[config.mk]
export PLATFORM = sky130hd
export DESIGN_NAME = ack_bus_rx
export DESIGN_NICKNAME = d
export VERILOG_FILES = /design/src/rtl/ack_bus_rx.sv
export SDC_FILE = /design/constraint.sdc
export NUM_CORES = 1
export LEC_CHECK = 0
export ABC_AREA = 1
export CAP_MARGIN = 10
export CORE_MARGIN = 5
export CORE_UTILIZATION = 51
export CTS_CLUSTER_DIAMETER = 40
export CTS_CLUSTER_SIZE = 12
export DETAILED_ROUTE_END_ITERATION = 10
export PLACE_DENSITY = 0.87
export SETUP_SLACK_MARGIN = 0.05
export SLEW_MARGIN = 10
export SYNTH_ARGS = -nofsm -noshare
export SYNTH_HDL_FRONTEND = slang
export SYNTH_SLANG_ARGS = --single-unit
[constraint.sdc]
create_clock -name clk -period 2.31 [get_ports clk]
set_input_delay 0.462 -clock clk [delete_from_list [all_inputs] [get_ports clk]]
set_output_delay 0.462 -clock clk [all_outputs]
set_load 0.02 [all_outputs]
[src/rtl/ack_bus_rx.sv]
`default_nettype none
// +-----------------------------------------------------------------------------+
// | ack_bus_rx : shared ack bus receiver, outstanding-request matching,         |
// | completion FIFO and sticky errors. Optional watchdog: ACK_RX_TIMEOUT_EN.    |
// | Revision   : 1.0                                                            |
// +-----------------------------------------------------------------------------+
module ack_bus_rx #(
   parameter int FIFO_DEPTH     = 4,
   parameter int CNT_W          = 3,
   parameter int TIMEOUT_CYCLES = 255
) (
   input  logic       clk,
   input  logic       rst_n,
   input  logic       ack_valid_n_bus_i,
   input  logic [1:0] ack_id_bus_i,
   input  logic       issue_valid,
   input  logic [1:0] issue_id,
   output logic       cpl_valid,
   output logic [1:0] cpl_id,
   input  logic       cpl_ready,
   output logic       outstanding_any,
   output logic       unexpected_ack,
   output logic       overflow,
   output logic       timeout_err,
   input  logic       err_clr
);
   localparam int               c_aw      = $clog2(FIFO_DEPTH);
   localparam logic [CNT_W-1:0] c_cnt_max = '1;

   logic              r_ack_q;
   logic [1:0]        r_id_q;
   logic [CNT_W-1:0]  r_cnt [4];
   logic [1:0]        r_fifo [FIFO_DEPTH];
   logic [c_aw:0]     r_wr_ptr;
   logic [c_aw:0]     r_rd_ptr;
   logic              r_unexp;
   logic              r_ovf;

   logic              w_empty;
   logic              w_full;
   logic              w_pop;
   logic              w_cnt_zero;
   logic              w_rej;
   logic              w_drop;
   logic              w_accept;
   logic [3:0]        w_inc;
   logic [3:0]        w_dec;
   logic              w_sat;
   logic              w_any;
   logic              w_tmo;

   assign w_empty    = (r_wr_ptr == r_rd_ptr);
   assign w_full     = (r_wr_ptr[c_aw] != r_rd_ptr[c_aw]) &&
                       (r_wr_ptr[c_aw-1:0] == r_rd_ptr[c_aw-1:0]);
   assign w_pop      = ~w_empty & cpl_ready;
   assign w_cnt_zero = (r_cnt[r_id_q] == '0);
   assign w_rej      = r_ack_q & w_cnt_zero;
   // A pop in the same cycle frees the slot, so a full FIFO still accepts.
   assign w_drop     = r_ack_q & ~w_cnt_zero & w_full & ~w_pop;
   assign w_accept   = r_ack_q & ~w_cnt_zero & ~(w_full & ~w_pop);

   always_comb begin
      w_inc = '0;
      w_dec = '0;
      w_sat = 1'b0;
      w_any = 1'b0;
      for (int i = 0; i < 4; i++) begin
         w_inc[i] = issue_valid && (issue_id == 2'(i));
         w_dec[i] = w_accept && (r_id_q == 2'(i));
         if (w_inc[i] && !w_dec[i] && (r_cnt[i] == c_cnt_max))
            w_sat = 1'b1;
         if (r_cnt[i] != '0)
            w_any = 1'b1;
      end
   end

   always_ff @(posedge clk) begin
      if (!rst_n) begin
         r_ack_q  <= 1'b0;
         r_id_q   <= 2'd0;
         r_wr_ptr <= '0;
         r_rd_ptr <= '0;
         r_unexp  <= 1'b0;
         r_ovf    <= 1'b0;
         for (int i = 0; i < 4; i++)
            r_cnt[i] <= '0;
         for (int i = 0; i < FIFO_DEPTH; i++)
            r_fifo[i] <= 2'd0;
      end else begin
         r_ack_q <= ~ack_valid_n_bus_i;
         r_id_q  <= ack_id_bus_i;
         // Issue and accepted ack on the same source cancel out.
         for (int i = 0; i < 4; i++) begin
            if (w_inc[i] && !w_dec[i] && (r_cnt[i] != c_cnt_max))
               r_cnt[i] <= r_cnt[i] + CNT_W'(1);
            else if (w_dec[i] && !w_inc[i])
               r_cnt[i] <= r_cnt[i] - CNT_W'(1);
         end
         if (w_accept) begin
            r_fifo[r_wr_ptr[c_aw-1:0]] <= r_id_q;
            r_wr_ptr                   <= r_wr_ptr + (c_aw+1)'(1);
         end
         if (w_pop)
            r_rd_ptr <= r_rd_ptr + (c_aw+1)'(1);
         r_unexp <= (r_unexp & ~err_clr) | w_rej;
         r_ovf   <= (r_ovf & ~err_clr) | w_drop | w_sat;
      end
   end

`ifdef ACK_RX_TIMEOUT_EN
   localparam logic [15:0] c_tmo = 16'(TIMEOUT_CYCLES);

   logic [15:0] r_wdog;
   logic        r_tmo;

   // Watchdog parks at the threshold so the error re-arms after err_clr.
   always_ff @(posedge clk) begin
      if (!rst_n) begin
         r_wdog <= 16'd0;
         r_tmo  <= 1'b0;
      end else begin
         if (w_accept || !w_any)
            r_wdog <= 16'd0;
         else if (r_wdog != c_tmo)
            r_wdog <= r_wdog + 16'd1;
         r_tmo <= (r_tmo & ~err_clr) | (r_wdog == c_tmo);
      end
   end

   assign w_tmo = r_tmo;
`else
   assign w_tmo = 1'b0 && (TIMEOUT_CYCLES != 0);
`endif

   assign cpl_valid       = ~w_empty;
   assign cpl_id          = r_fifo[r_rd_ptr[c_aw-1:0]];
   assign outstanding_any = w_any;
   assign unexpected_ack  = r_unexp;
   assign overflow        = r_ovf;
   assign timeout_err     = w_tmo;

endmodule
`default_nettype wire

After elaboration in Yosys (flattened, before gate mapping)
Memories as Yosys holds them, arrays and structs flattened. A register that Yosys moved wholly into a read port is not among the register bits.
Cells that the tools add are included.
{ "classes": {"n_addsub": 10, "n_eq_ne": 17, "n_mux": 54, "n_bitwise": 26, "reduce_logical": 41} }
{ "op_table": {"columns": ["operator", "n"], "rows": [
  ["two-way mux 1 bit", 41],
  ["logical AND 1 bit", 25],
  ["two-way mux 3 bit", 8],
  ["adder 3 x 1 -> 3 bit (second input constant)", 6],
  ["equality test 3 bit (second input constant)", 4],
  ["inequality test 3 bit (second input constant)", 4],
  ["nonzero test 3 bit", 4],
  ["subtractor 3 x 1 -> 3 bit (second input constant)", 4],
  ["OR 1 bit", 11],
  ["two-way mux 2 bit", 5],
  ["bitwise AND 1 bit", 9],
  ["equality test 2 bit (second input constant)", 4],
  ["zero test 1 bit", 8],
  ["inverter 1 bit", 6],
  ["equality test 2 x 1 -> 1 bit (second input constant)", 2],
  ["zero test 2 bit", 2],
  ["equality test 3 bit", 1],
  ["zero test 3 bit", 1],
  ["equality test 2 bit", 1],
  ["OR reduction 2 bit", 1],
  ["inequality test 1 bit", 1]
]} }
{ "totals": {"register_bits": 11, "mem_bits_rw": 20, "in_bits": 10, "out_inout_bits": 7, "word_cells": 156, "mem_count": 2} }
{ "memory_table": {"columns": ["memory", "depth", "width", "rd", "rd_clocked_by_memory_dff", "wr", "line", "rtl"], "rows": [
  ["r_cnt", 4, 3, 5, 1, 4, "32", "logic [CNT_W-1:0] r_cnt [4];"],
  ["r_fifo", 4, 2, 1, 1, 4, "33", "logic [1:0] r_fifo [FIFO_DEPTH];"]
]} }

Logic depth before layout (Yosys ltp)
{ "logic_depth": {"depth_word": 16, "mapped_depth": 16, "ltp_nobuf": 16} }

Worst setup path before layout
No wires, ideal clock.
{ "synth_timing": {"path_kind": "reg2reg", "start": "reg r_id_q[1]", "end": "mem r_cnt[2][2] (data pin)", "setup_time_ps": 251, "arrival_ps": 1961, "required_ps": 2059, "setup_slack_ps": 98, "path_stages_with_launch": 17, "n_path_buf": 0, "synth_period_minus_slack_ps": 2212, "path_cell_list": "dfxtp_1 -> inv_2 -> nor2_1 -> nand2_1 -> nand2_1 -> inv_2 -> nand2_4 -> nand2_1 -> clkinv_2 -> nand2_4 -> nor2_8 -> nand2_2 -> fa_1 -> xor2_1 -> nand3b_1 -> nand2_1 -> nor2_2"} }
{ "synth_lines": {"columns": ["item", "line", "rtl"], "rows": [
  ["from (decl)", "31", "logic [1:0] r_id_q;"],
  ["from (signal assigned)", "91", "r_id_q <= ack_id_bus_i;"],
  ["to (decl)", "32", null]
]} }

==> metrics.cfg <==
[hold_path]
min_from = r_rd_ptr[1]
hold_end = r_rd_ptr[1]
hold_depth = 2
min_path_type = flip-flop to flip-flop

[sta]
layout_min_cycle_time_ps = 2310
setup_tns_ps = -4.58
finalHoldViolCount = 0
rsz0062_at_grt = true
final_max_slew_viol_count = 0
fmax_mhz = 432
finClkSkew_ps = 14.3
fin_crit_sh = 1.00
setup_viol = 1
setup_ws_ps = -4.58

[logic_synthesis]
avgSynthCellArea_um2 = 7.92
seq_area_frac_synth = 0.445
syn_area_um2 = 1930
synthMuxAreaShare = 0
synth_edf_count = 20
syn_inst = 244
ys.flop_type = edfxtp_1
synth-seq-cells = 33
synth_xor_area_frac = 0.0181
synth-simple-area-share = 0.302
async_reset_ff_frac = 0
synth_fa_ha_area_frac = 0.0699
synth_top_family_by_area = simple AND/OR/NAND/NOR gates
synth_cell_types = 30
synthesis.nets = 263
ys_warn_count = 0
synth_compound_area_frac = 0.0628

[run]
drv_cap = 0

[floorplan]
io_pins = 17
placementRows = 22
initial_utilization = 0.528
die_w_um = 71.6
die_h_um = 71.6
core_um2 = 3660
fp.dieArea_um2 = 5120

[critical_path]
arrival_ps = 2360
startpoint_type = flip-flop
worstRegToRegCells = 15
crit_required_ps = 2350
path_max_fanout = 5
r2r-start = r_id_q[0]
regToRegEndpoint = r_cnt[1][2]
critPathCaptureType = flip-flop
worstSetupPathType = flip-flop to flip-flop
regToRegSetupSlack_ps = -5

[drt]
drt-vias-per-instance = 5.09
wirelength_mm = 4.53
drtPass1Iterations = 4
wire_per_inst_um = 13.1
drc = 0
ant_nets = 0
dr.first_iter.drc_count = 113
vias = 1761

[cells_and_area]
final_cell_area_um2 = 2530
num-fill-cells = 284
finalNonFillerCells = 346
drive_above_1_share = 0.275
final_util = 0.692
final_cell_mix = 43 x nand2_1, 35 x inv_1, 34 x buf_4
regArea_um2 = 867
fin_nets = 316
final_common_cell = nand2_1
multi_input_area_um2 = 937
syn2layout_area_growth_pct = 31.1
antenna_cells = 0

[cts]
numClockSinks = 33
clk_pin_slew_worst_paths_ps = 70
clk_latency_ps = 290
clk_path_buf_depth = 2
root_buffer = clkbuf_8
ctsHoldBuffers = 0
cts_tree = done
numCtsBuffers = 5
h-tree-depth = 2

[status]
status = complete, but fails checks
violations = setup timing

[pwr]
p_leak_uw = 0.00117
vdd_drop_max_mv = 0.295
power_density_nw_per_um2 = 575

[global_routing]
antenna_found_initial = 0
grt_pass1_vias = 1668
grt_pass1_wl_mm = 6.74
grt_max_degree = 18
grt-ovfl-total = 0
grtUsageTotal = 0.167

[placement]
portBuffers = 15
dp_hpwl_mm = 3.05
dpl.cell_count = 324
dp_worst_setup_slack_ps = -297
place_area_um2 = 2280
place.gp.congestion = 0.863

## cells in the mapped netlist, drive strengths merged, types with 2 or more instances
cell,n,area share
a21oi,5,0.013
o21ai,14,0.036
edfxtp,20,0.31
clkbuf,2,0.0039
o22ai,3,0.0097
nand2,53,0.11
nor3,9,0.023
inv,46,0.089
nand3b,3,0.012
nand4,6,0.019
nand3,16,0.041
ha,6,0.039
nor2,35,0.085
xor2,3,0.014
dfxtp,13,0.13
fa,3,0.031
## cell families after synthesis
| kind of cell | after synthesis |
|---|---|
| AO/OA/AOI/OAI | 23 |
| XOR/XNOR | 4 |
| adder cells (fa/ha/maj) | 9 |
| buffers and inverters | 50 |
| flip-flops | 33 |
| other | 1 |
| AND/OR/NAND/NOR | 124 |
## area by class of cell
| class | count | area share |
|---|---|---|
| Clock buffer | 6 | 0.0286 |
| Clock inverter | 2 | 0.00395 |
| Inverter | 47 | 0.0716 |
| Multi-Input combinational cell | 161 | 0.370 |
| Sequential cell | 33 | 0.342 |
| Tap cell | 48 | 0.0237 |
| Timing Repair Buffer | 49 | 0.160 |
## per-stage QoR
step | total power (µW) | hold WS, ps
4_1_cts | 1420 | 463
3_3_place_gp | 991 | 454
6_report | 1460 | 527
2_1_floorplan | 885 | 472
5_1_grt | 1540 | 555
3_5_place_dp | 1000 | 454
## worst max-delay path, stage by stage, from the launching register on
cell      delay [ps]
dfxtp_4          370
nor2_2           170
nand2_1          100
nand2_1          110
inv_2             60
nand2_4           80
nand2_4           50
inv_4             70
nand2_4           60
nor2_8           120
nand2_4           70
fa_2             360
xor2_1           190
nand3b_1         160
nand2_1           60
nor2_1            40
## per-layer routing
metal | GRT usage | vias up | wire (µm) | part of all wire
li1 | - | 889 | - | -
met1 | 0.185 | 816 | 1800 | 0.40
met2 | 0.300 | 43 | 2420 | 0.53
met3 | 0.0463 | 13 | 200 | 0.044
met4 | 0.0668 | 0 | 116 | 0.026
met5 | 0 | - | 0 | 0
## what timing repair did
item	CTS	global route
endpoints found under the hold margin	0	0
setup buffers	2	12
gates resized for setup	5	26
endpoints found under the setup margin	5	6
pin swaps	0	8
## worst max path at each step
stage                            from              end  slack, ps
after floorplan             r_id_q[1]      r_cnt[2][2]        100
after global placement      cpl_ready      r_cnt[0][2]       -230
after detailed placement    cpl_ready      r_cnt[0][2]       -300
after CTS                 r_cnt[0][0]  outstanding_any         20
after global routing        r_id_q[0]      r_cnt[2][2]        -90
final                       r_id_q[0]      r_cnt[1][2]         -5
## registers in the layout, summed over array words and instances (netlist names), named ones only
name            count
unexpected_ack      1
r_fifo              8
r_id_q              2
r_rd_ptr            3
r_ack_q             1
r_cnt              12
r_wr_ptr            3
overflow            1
## where the power goes
| part | total [µW] | internal, µW | leakage, µW | switching (µW) |
|---|---|---|---|---|
| logic | 339 | 147 | 0.000806 | 192 |
| clock network | 420 | 209 | 0.0000450 | 212 |
| registers | 698 | 666 | 0.000316 | 32.5 |
| total | 1460 | 1020 | 0.00117 | 436 |
Power figures use the tool's default switching activity.
